`src/rtl/state_sequencer_pkg.sv`:
```
// state_sequencer_pkg: shared state indices, class indices and default per-class cycle lengths
package state_sequencer_pkg;
    localparam int S_FETCH  = 0;
    localparam int S_DECODE = 1;
    localparam int CLASS_ALU  = 0;
    localparam int CLASS_LD   = 1;
    localparam int CLASS_ST   = 2;
    localparam int CLASS_PUSH = 3;
    localparam int CLASS_POP  = 4;
    localparam int CLASS_JUMP = 5;
    localparam int CLASS_BE   = 6;
    localparam logic [27:0] DEF_CLASS_LEN = {4'd4, 4'd3, 4'd5, 4'd5, 4'd4, 4'd5, 4'd4};
endpackage

```
`src/rtl/state_sequencer_class_encoder.sv`:
```
// class_encoder: one-hot class vector to index plus exactly-one-hot valid flag
module class_encoder #(
    parameter int N  = 7,
    parameter int IW = (N > 1) ? $clog2(N) : 1
) (
    input  logic [N-1:0]  onehot,
    output logic [IW-1:0] idx,
    output logic          valid
);
    always_comb begin
        idx = '0;
        for (int i = 0; i < N; i++)
            if (onehot[i]) idx = idx | IW'(i);
    end
    assign valid = (onehot != '0) && ((onehot & (onehot - 1'b1)) == '0);
endmodule

```
`src/rtl/state_sequencer.sv`:
```
// state_sequencer: FETCH/DECODE/EXECUTE step sequencer with per-class lengths, stall, flush, trap and retire count
module state_sequencer
    import state_sequencer_pkg::*;
#(
    parameter int                         STATE_W   = 3,
    parameter int                         N_CLASSES = 7,
    parameter int                         LEN_W     = 4,
    parameter logic [N_CLASSES*LEN_W-1:0] CLASS_LEN = DEF_CLASS_LEN,
    parameter int                         CNT_W     = 16
) (
    input  logic                         clk,
    input  logic                         rst_n,
    input  logic                         stall,
    input  logic                         flush,
    input  logic [N_CLASSES-1:0]         class_vec,
    output logic [STATE_W-1:0]           state,
    output logic [2**STATE_W-1:0]        state_onehot,
    output logic [$clog2(N_CLASSES)-1:0] cur_class,
    output logic                         instr_done,
    output logic                         illegal,
    output logic [CNT_W-1:0]             retired_cnt
);
    localparam int CW = $clog2(N_CLASSES);
    localparam logic [STATE_W-1:0] FETCH  = STATE_W'(S_FETCH);
    localparam logic [STATE_W-1:0] DECODE = STATE_W'(S_DECODE);
    localparam logic [STATE_W-1:0] EXEC0  = STATE_W'(2);
    for (genvar i = 0; i < N_CLASSES; i++) begin : g_chk
        if (CLASS_LEN[i*LEN_W +: LEN_W] < 2 || CLASS_LEN[i*LEN_W +: LEN_W] > 2**STATE_W) begin : g_bad
            $error("CLASS_LEN entry %0d out of range 2..2**STATE_W", i);
        end
    end
    if (LEN_W < STATE_W + 1) begin : g_lenw
        $error("LEN_W must be at least STATE_W+1");
    end
    logic [CW-1:0]      dec_idx, nxt_class;
    logic               dec_valid;
    logic [LEN_W-1:0]   dec_len, cur_len;
    logic [STATE_W-1:0] nxt;
    class_encoder #(.N(N_CLASSES), .IW(CW)) u_enc (
        .onehot(class_vec),
        .idx   (dec_idx),
        .valid (dec_valid)
    );
    assign dec_len      = CLASS_LEN[dec_idx*LEN_W +: LEN_W];
    assign cur_len      = CLASS_LEN[cur_class*LEN_W +: LEN_W];
    assign state_onehot = {{(2**STATE_W-1){1'b0}}, 1'b1} << state;
    always_comb begin
        nxt        = state;
        nxt_class  = cur_class;
        instr_done = 1'b0;
        illegal    = 1'b0;
        if (flush) begin
            nxt = FETCH;
        end else if (!stall) begin
            if (state == FETCH) begin
                nxt = DECODE;
            end else if (state == DECODE) begin
                nxt_class  = dec_valid ? dec_idx : cur_class;
                illegal    = !dec_valid;
                instr_done = dec_valid && dec_len == LEN_W'(2);
                nxt        = (dec_valid && !instr_done) ? EXEC0 : FETCH;
            end else begin
                instr_done = LEN_W'(state) == cur_len - 1'b1;
                nxt        = instr_done ? FETCH : state + 1'b1;
            end
        end
    end
    always_ff @(posedge clk or negedge rst_n) begin
        if (!rst_n) begin
            state       <= FETCH;
            cur_class   <= '0;
            retired_cnt <= '0;
        end else begin
            state     <= nxt;
            cur_class <= nxt_class;
            if (instr_done) retired_cnt <= retired_cnt + 1'b1;
        end
    end
endmodule

```
`config.mk`:
```
export PLATFORM = sky130hd
export DESIGN_NAME = state_sequencer
export DESIGN_NICKNAME = d
export VERILOG_FILES = /design/src/rtl/state_sequencer_pkg.sv /design/src/rtl/state_sequencer_class_encoder.sv /design/src/rtl/state_sequencer.sv
export SDC_FILE = /design/constraint.sdc
export NUM_CORES = 1
export LEC_CHECK = 0
export ABC_CLOCK_PERIOD_IN_PS = 2200
export BUFFER_PORTS_ARGS = -buffer_cell sky130_fd_sc_hd__buf_2
export CAP_MARGIN = 20
export CORE_MARGIN = 4
export CORE_UTILIZATION = 50
export CTS_CLUSTER_SIZE = 14
export DETAILED_ROUTE_END_ITERATION = 8
export PLACE_DENSITY = 0.8
export SYNTH_ARGS = -nofsm -noshare
export SYNTH_HDL_FRONTEND = slang
export SYNTH_SLANG_ARGS = --single-unit
```
`constraint.sdc`:
```
create_clock -name clk -period 2.2 [get_ports clk]
set_input_delay 0.11 -clock clk [delete_from_list [all_inputs] [get_ports clk]]
set_output_delay 0.11 -clock clk [all_outputs]
set_load 0.02 [all_outputs]
```
==> flow_summary.yaml, run 1 <==
power_and_ir_drop:
  leakagePower_nw: 0.8376
  p_per_area_mw_per_mm2: 514.1
  p_sw_share_pct: 22.93
  sequentialPowerShare_pct: 51.3
  irDropWorstVdd_mv: 0.5304
  p_clk_share_pct: 37.3
  p_total_mw: 0.8240
  comb_power_share_pct: 11.3
  internal-power_mw: 0.6350
  p_switching_mw: 0.1889
cts:
  cts_buffers: 3
  tritoncts: "built"
  cts_root_buf: "clkbuf_4"
  clockBufferDepth: 2
  post-cts-setup-buffers: 0
  clk_latency_ns: 0.30
  htree_levels: 1
  clkTransAtPathRegs_ns: 0.12
  clkSinkCount: 22
synth:
  synth-main-ff-cell: "dfrtp_1"
  synth_fp_nets: 142
  syn_avg_cell_area_um2: 10.49
  synthAdderAreaFrac_pct: 6.731
  synth_xor_area_share_pct: 10.77
  ys_async_sr_fraction_pct: 100.0
  ys_seq_area_share_pct: 42.31
  synth_edf_count: 0
  yosys_register_bits: 22
  synthMuxAreaShare_pct: 4.327
  yosysUniqueCellTypes: 36
  synth_top_family_by_area: "simple AND/OR/NAND/NOR gates"
  synthSimpleGateAreaFrac_pct: 25.38
  syn_area_mm2: 0.001301
  synth-compound-area-share_pct: 7.308
  syn_inst: 124
  yosysWarningCount: 0
timing:
  hold_viol: 0
  slew_viol_final: 0
  setup_ws_ns: 0.1509
  timing.final.crit_share_pct: 93.14
  finalSetupViolCount: 0
  tightest_slew_ns: 0.4806
  tns_ns: 0
  layout_min_cycle_time_ns: 2.049
  clock.fmax_mhz: 488.0
  grt_setup_unrepaired: "false"
  finClkSkew_ns: 0.002432
  relSlewSlack_pct: 67.96
setup_path:
  timing.rr.start: "state[0]$_DFFE_PN0P_"
  critPathLaunchType: "register"
  cp_num_buf_inv: 3
  cp_slowest_stage_delay_ns: 0.47
  path_class: "register to primary output"
  path_max_fanout: 17
  cp-startpoint: "state[0]$_DFFE_PN0P_"
  required_ns: 2.09
  ff2ff_path_depth: 7
  path_delay_family: "buffers and inverters"
  crit_chain: "inv_1 > ha_1 > nor2_1 > o21ai_0 > a21oi_2 > buf_4 > buf_2"
  slowest_stage: "dfrtp_2"
  worstReg2RegEnd: "retired_cnt[1]$_DFFE_PN0P_"
  arrival_ns: 1.94
  rrSetupSlack_ns: 0.34
  end_kind: "primary output"
global_routing:
  grtUsageTotal_pct: 17.16
  overflow: 0
  grt_pass1_wl_um: 4747
  grt_pass1_vias: 1113
  grt_max_degree: 23
  grt_antenna_before_repair: 0
cells_and_area:
  num-nets-final: 188
  finalCoreUtilization_pct: 64.70
  final_cells: 199
  drive_gt1_share_pct: 32.54
  area_delta_synth_final_pct: 23.17
  diodes: 0
min_path:
  hold_path_class: "primary input to register"
  hold_end: "state[0]$_DFFE_PN0P_"
  min_path_cells: 3
  hp-start: "flush"
floorplanning:
  coreArea_mm2: 0.002477
  dieHeight_um: 59.02
  ios: 43
  start_util_pct: 52.53
  die_area_mm2: 0.003483
  die_w_um: 59.02
  row_count: 18
route:
  first_iter_violations: 29
  vias: 1106
  ant_nets: 0
  wl_per_cell_um: 13.92
  route.detailed.drc: 0
  drt-total-wl_um: 2770
  viasPerCell: 5.558
  drt_pass1_iterations: 4
placed_design:
  numPortBuffers: 42
  placed_cells: 194
  place_congestion: 0.8794
  preCtsSetupSlack_ns: 0.3127
  dp_hpwl_um: 2182
run:
  maxCapViolCount: 0
outcome:
  status: "completed"
[registers in the layout, summed over array words and instances, names as in the netlist]
signal and flops:
state 3, cur_class 3, retired_cnt 16
[layer usage]
layer | global-route usage, % | up-vias | share of wire (%)
met5 | 0 | - | 0
met4 | 6.472 | 0 | 1.3
met3 | 3.050 | 5 | 5.5
met2 | 28.39 | 34 | 50
met1 | 22.31 | 526 | 43
li1 | - | 541 | -
[cells by family (layout without fill, tap and decap cells)]
family | count (synthesis) | count (layout)
and+or+nand+nor | 53 | 53
DFF | 22 | 22
xor gates and xnor gates | 16 | 16
AOI/OAI and AO/OA | 13 | 13
buffers and inverters | 9 | 54
adders and majority gates | 7 | 7
muxes | 4 | 4
[cell type report]
class,instances,area [um2]
Clock buffer,3,22.52
Clock inverter,1,30.03
Fill cell,206,874.6
Inverter,6,22.52
Multi-Input combinational cell,93,709.4
Sequential cell,22,553.0
Tap cell,30,37.54
Timing Repair Buffer,44,227.7
[Yosys cell counts (all sizes together), types with 4 or more instances]
cell type   n  area, um2
dfrtp      22      550.5
nor2b       4      25.02
nor2        4      15.01
and2        6      37.54
mux2        4      56.30
inv         6      22.52
xnor2      14      122.6
ha          7      87.58
nand4      12      75.07
and3        4      25.02
[worst reg2reg max path: cells and delay by family (launching register included)]
| kind | cells | cell delay [ns] |
|---|---|---|
| flops | 1 | 0.44 |
| buf+inv | 2 | 0.32 |
| compound gates | 2 | 0.29 |
| simple gates | 1 | 0.11 |
| mux | 1 | 0.35 |
| fa+ha+maj | 1 | 0.24 |
[layout by cell type (no fill, tap or decap), types with 2 or more instances in the layout]
cell type / instances
xnor2_1: 14
mux2_4: 3
and4_1: 2
and3_1: 4
dfrtp_2: 2
nand3b_1: 3
nand2_1: 3
nand3_1: 3
nor2b_1: 4
nand4_1: 12
nor2_1: 4
dfrtp_1: 20
clkbuf_4: 3
ha_1: 7
and2_1: 6
nor4bb_1: 2
inv_1: 6
xor2_1: 2
nor3b_1: 3
o21ai_0: 3
buf_2: 42
or3_1: 3
[worst max path at each step]
stage / end / slack (ns) / depth (start not counted)
3_3_place_gp: retired_cnt[1]$_DFFE_PN0P_ / 0.38 / 7
4_1_cts: instr_done / 0.12 / 7
2_1_floorplan: cur_class[0]$_DFFE_PN0P_ / 0.17 / 6
6_report: instr_done / 0.15 / 7
5_1_grt: instr_done / 0.01 / 7
3_5_place_dp: retired_cnt[1]$_DFFE_PN0P_ / 0.31 / 7
[power groups by stage]
stage,clock network (mW),registers [mW],logic (mW)
global route,0.328,0.425,0.104
global placement,0,0.430,0.0890
CTS,0.313,0.423,0.0949
finish,0.307,0.423,0.0934
detailed placement,0,0.430,0.0932
floorplan,0,0.437,0.0430
[metrics by stage]
stage	hold slack [ns]	area, um2
after floorplan	-0.1856	1301
after global placement	0.08794	1538
after detailed placement	0.1003	1538
after CTS	0.05937	1600
after global routing	0.07377	1603
final	0.06178	1603
[timing repair]
| action | in CTS | in global routing |
|---|---|---|
| setup endpoints to repair | 0 | 1 |
| resized for setup | 0 | 2 |
| endpoints found under the hold margin | 22 | 0 |
| hold buffers | 1 | 0 |
No activity file was read; power rests on OpenSTA's default activity.
==> inputs of run 2 (changes only) <==
- CORE_UTILIZATION: 50 -> 40
- PLACE_DENSITY: 0.8 -> 0.67
- RECOVER_POWER: not set -> 50
==> run 2 against run 1 <==
Compared with the run above: via count down 1.3%; clock skew grew 0.0075 ns; final cell count grew 7.0%; core utilization decreased by 13 points; clock power decreased by 29%; sequential power about the same; total power fell by 11%; critical endpoint unchanged; largest power group unchanged.
==> flow_summary.yaml, run 2 (same netlist as run 1, synthesis figures left out) <==
floorplanning:
  die_w_um: 65.04
  dieHeight_um: 65.04
  coreArea_mm2: 0.003078
  row_count: 20
  die_area_mm2: 0.004230
  ios: 43
  start_util_pct: 42.28
setup_path:
  end_kind: "primary output"
  path_class: "register to primary output"
  arrival_ns: 1.86
  slowest_stage: "dfrtp_2"
  crit_chain: "inv_1 > ha_1 > nor2_1 > o21ai_0 > a21oi_2 > buf_6 > buf_2"
  rrSetupSlack_ns: 0.36
  cp_num_buf_inv: 3
  required_ns: 2.09
  critPathLaunchType: "register"
  path_max_fanout: 17
  cp_slowest_stage_delay_ns: 0.46
  path_delay_family: "buffers and inverters"
global_routing:
  grtUsageTotal_pct: 14.06
  grt_max_degree: 23
  overflow: 0
  grt_antenna_before_repair: 0
  grt_pass1_vias: 1045
  grtUsageMet3_pct: 2.080
  use_met1_pct: 18.35
  gr-usage-met2_pct: 23.75
  top_usage_layer: "met2"
  grt_pass1_wl_um: 4719
placed_design:
  numPortBuffers: 42
  place_congestion: 0.8514
  placed_cell_area_mm2: 0.001555
  dp_hpwl_um: 2108
cells_and_area:
  final_common_cell: "buf_2"
  reg_top3: "retired_cnt (16), cur_class (3), state (3)"
  final_cell_mix: "buf_2 (27), dfrtp_1 (20), clkbuf_1 (15), xnor2_1 (14), nand4_1 (12)"
  diodes: 0
  largest_reg_flops: 16
  nFillCells: 300
  drive_gt1_share_pct: 23.67
  fin_area_mm2: 0.001589
  top_register: "retired_cnt"
  area_delta_synth_final_pct: 22.12
  num-nets-final: 188
timing:
  hold_viol: 0
  layout_min_cycle_time_ns: 1.971
  tightest_slew_ns: 1.121
  finClkSkew_ns: 0.009933
  whs_ns: 0.08093
  tns_ns: 0
  relSlewSlack_pct: 25.28
  timing.final.crit_share_pct: 89.58
  clock.fmax_mhz: 507.4
  slew_viol_final: 0
  finalSetupViolCount: 0
  grt_setup_unrepaired: "false"
power_and_ir_drop:
  p_per_area_mw_per_mm2: 460.2
  p_total_mw: 0.7313
  leakagePower_nw: 0.7669
  irDropWorstVdd_mv: 0.1489
cts:
  tritoncts: "built"
  htree_levels: 1
  clkSinkCount: 22
  cts_root_buf: "clkbuf_4"
  cts_buffers: 3
  clk_latency_ns: 0.31
  post-cts-setup-buffers: 0
  clockBufferDepth: 2
  clkTransAtPathRegs_ns: 0.11
route:
  drt-total-wl_um: 2704
  vias: 1092
  route.detailed.drc: 0
  wl_per_cell_um: 12.69
  ant_nets: 0
  first_iter_violations: 16
  drt_pass1_iterations: 5
  viasPerCell: 5.127
min_path:
  hold_path_class: "primary input to register"
outcome:
  status: "completed"
run:
  maxCapViolCount: 0
[run 2: changes by cell type in the layout (fill, tap and decap cells not counted), sizes merged]
cell and change:
buf -15, bufinv -1, clkbuf +16
[run 2: worst reg2reg max path, delay by kind of cell, from the launching register on]
kind,cells,cell delay (ns)
DFF,1,0.47
muxes,1,0.30
buffers and inverters,1,0.12
AOI/OAI and AO/OA,1,0.29
and+or+nand+nor,2,0.36
adders and majority gates,1,0.20
[run 2: final timing paths]
| path | start | end | depth (start not counted) |
|---|---|---|---|
| worst max-delay path | state[0]$_DFFE_PN0P_ | instr_done | 7 |
| worst min-delay path | flush | state[0]$_DFFE_PN0P_ | 3 |
| worst max register to register | state[1]$_DFFE_PN0P_ | cur_class[2]$_DFFE_PN0P_ | 6 |
| worst min register to register | retired_cnt[15]$_DFFE_PN0P_ | retired_cnt[15]$_DFFE_PN0P_ | 1 |
| max in group asynchronous | rst_n | state[0]$_DFFE_PN0P_ | 2 |
| min in group asynchronous | rst_n | retired_cnt[5]$_DFFE_PN0P_ | 2 |
[run 2: what timing repair did]
item | CTS | global route
setup endpoints to repair | 0 | 1
gates resized for setup | 0 | 3
hold endpoints to repair | 22 | 0
hold buffers | 1 | 0
[run 2: stage by stage]
stage / utilization, % / setup WS [ns] / instances
CTS: 52.03 / 0.1525 / 213
floorplan: - / 0.1727 / 124
detailed placement: 50.53 / 0.3171 / 208
global placement: 50.53 / 0.3667 / 208
global route: 51.63 / 0.03871 / 213
finish: 51.63 / 0.2292 / 213
[run 2: layer usage]
| layer | part of all wire, % | wire length (um) |
|---|---|---|
| met5 | 0 | 0 |
| met1 | 45 | 1219 |
| met3 | 4.0 | 109 |
| met4 | 1.7 | 46 |
| met2 | 49 | 1329 |
[run 2: where the power goes]
part	internal, mW	switching [mW]	leakage (nW)	total (mW)
sequential	0.412	0.0115	0.302	0.423
clock	0.101	0.116	0.0210	0.217
combinational	0.0386	0.0526	0.443	0.0912
[run 2: area by class of cell]
class / count / area (um2) / area share, %
inverters: 6 / 22.52 / 1.417
well taps: 44 / 55.05 / 3.465
repair buffers: 44 / 212.7 / 13.39
clock buffers: 4 / 36.28 / 2.283
multi-input cells: 93 / 709.4 / 44.65
flip-flops and latches: 22 / 553.0 / 34.80
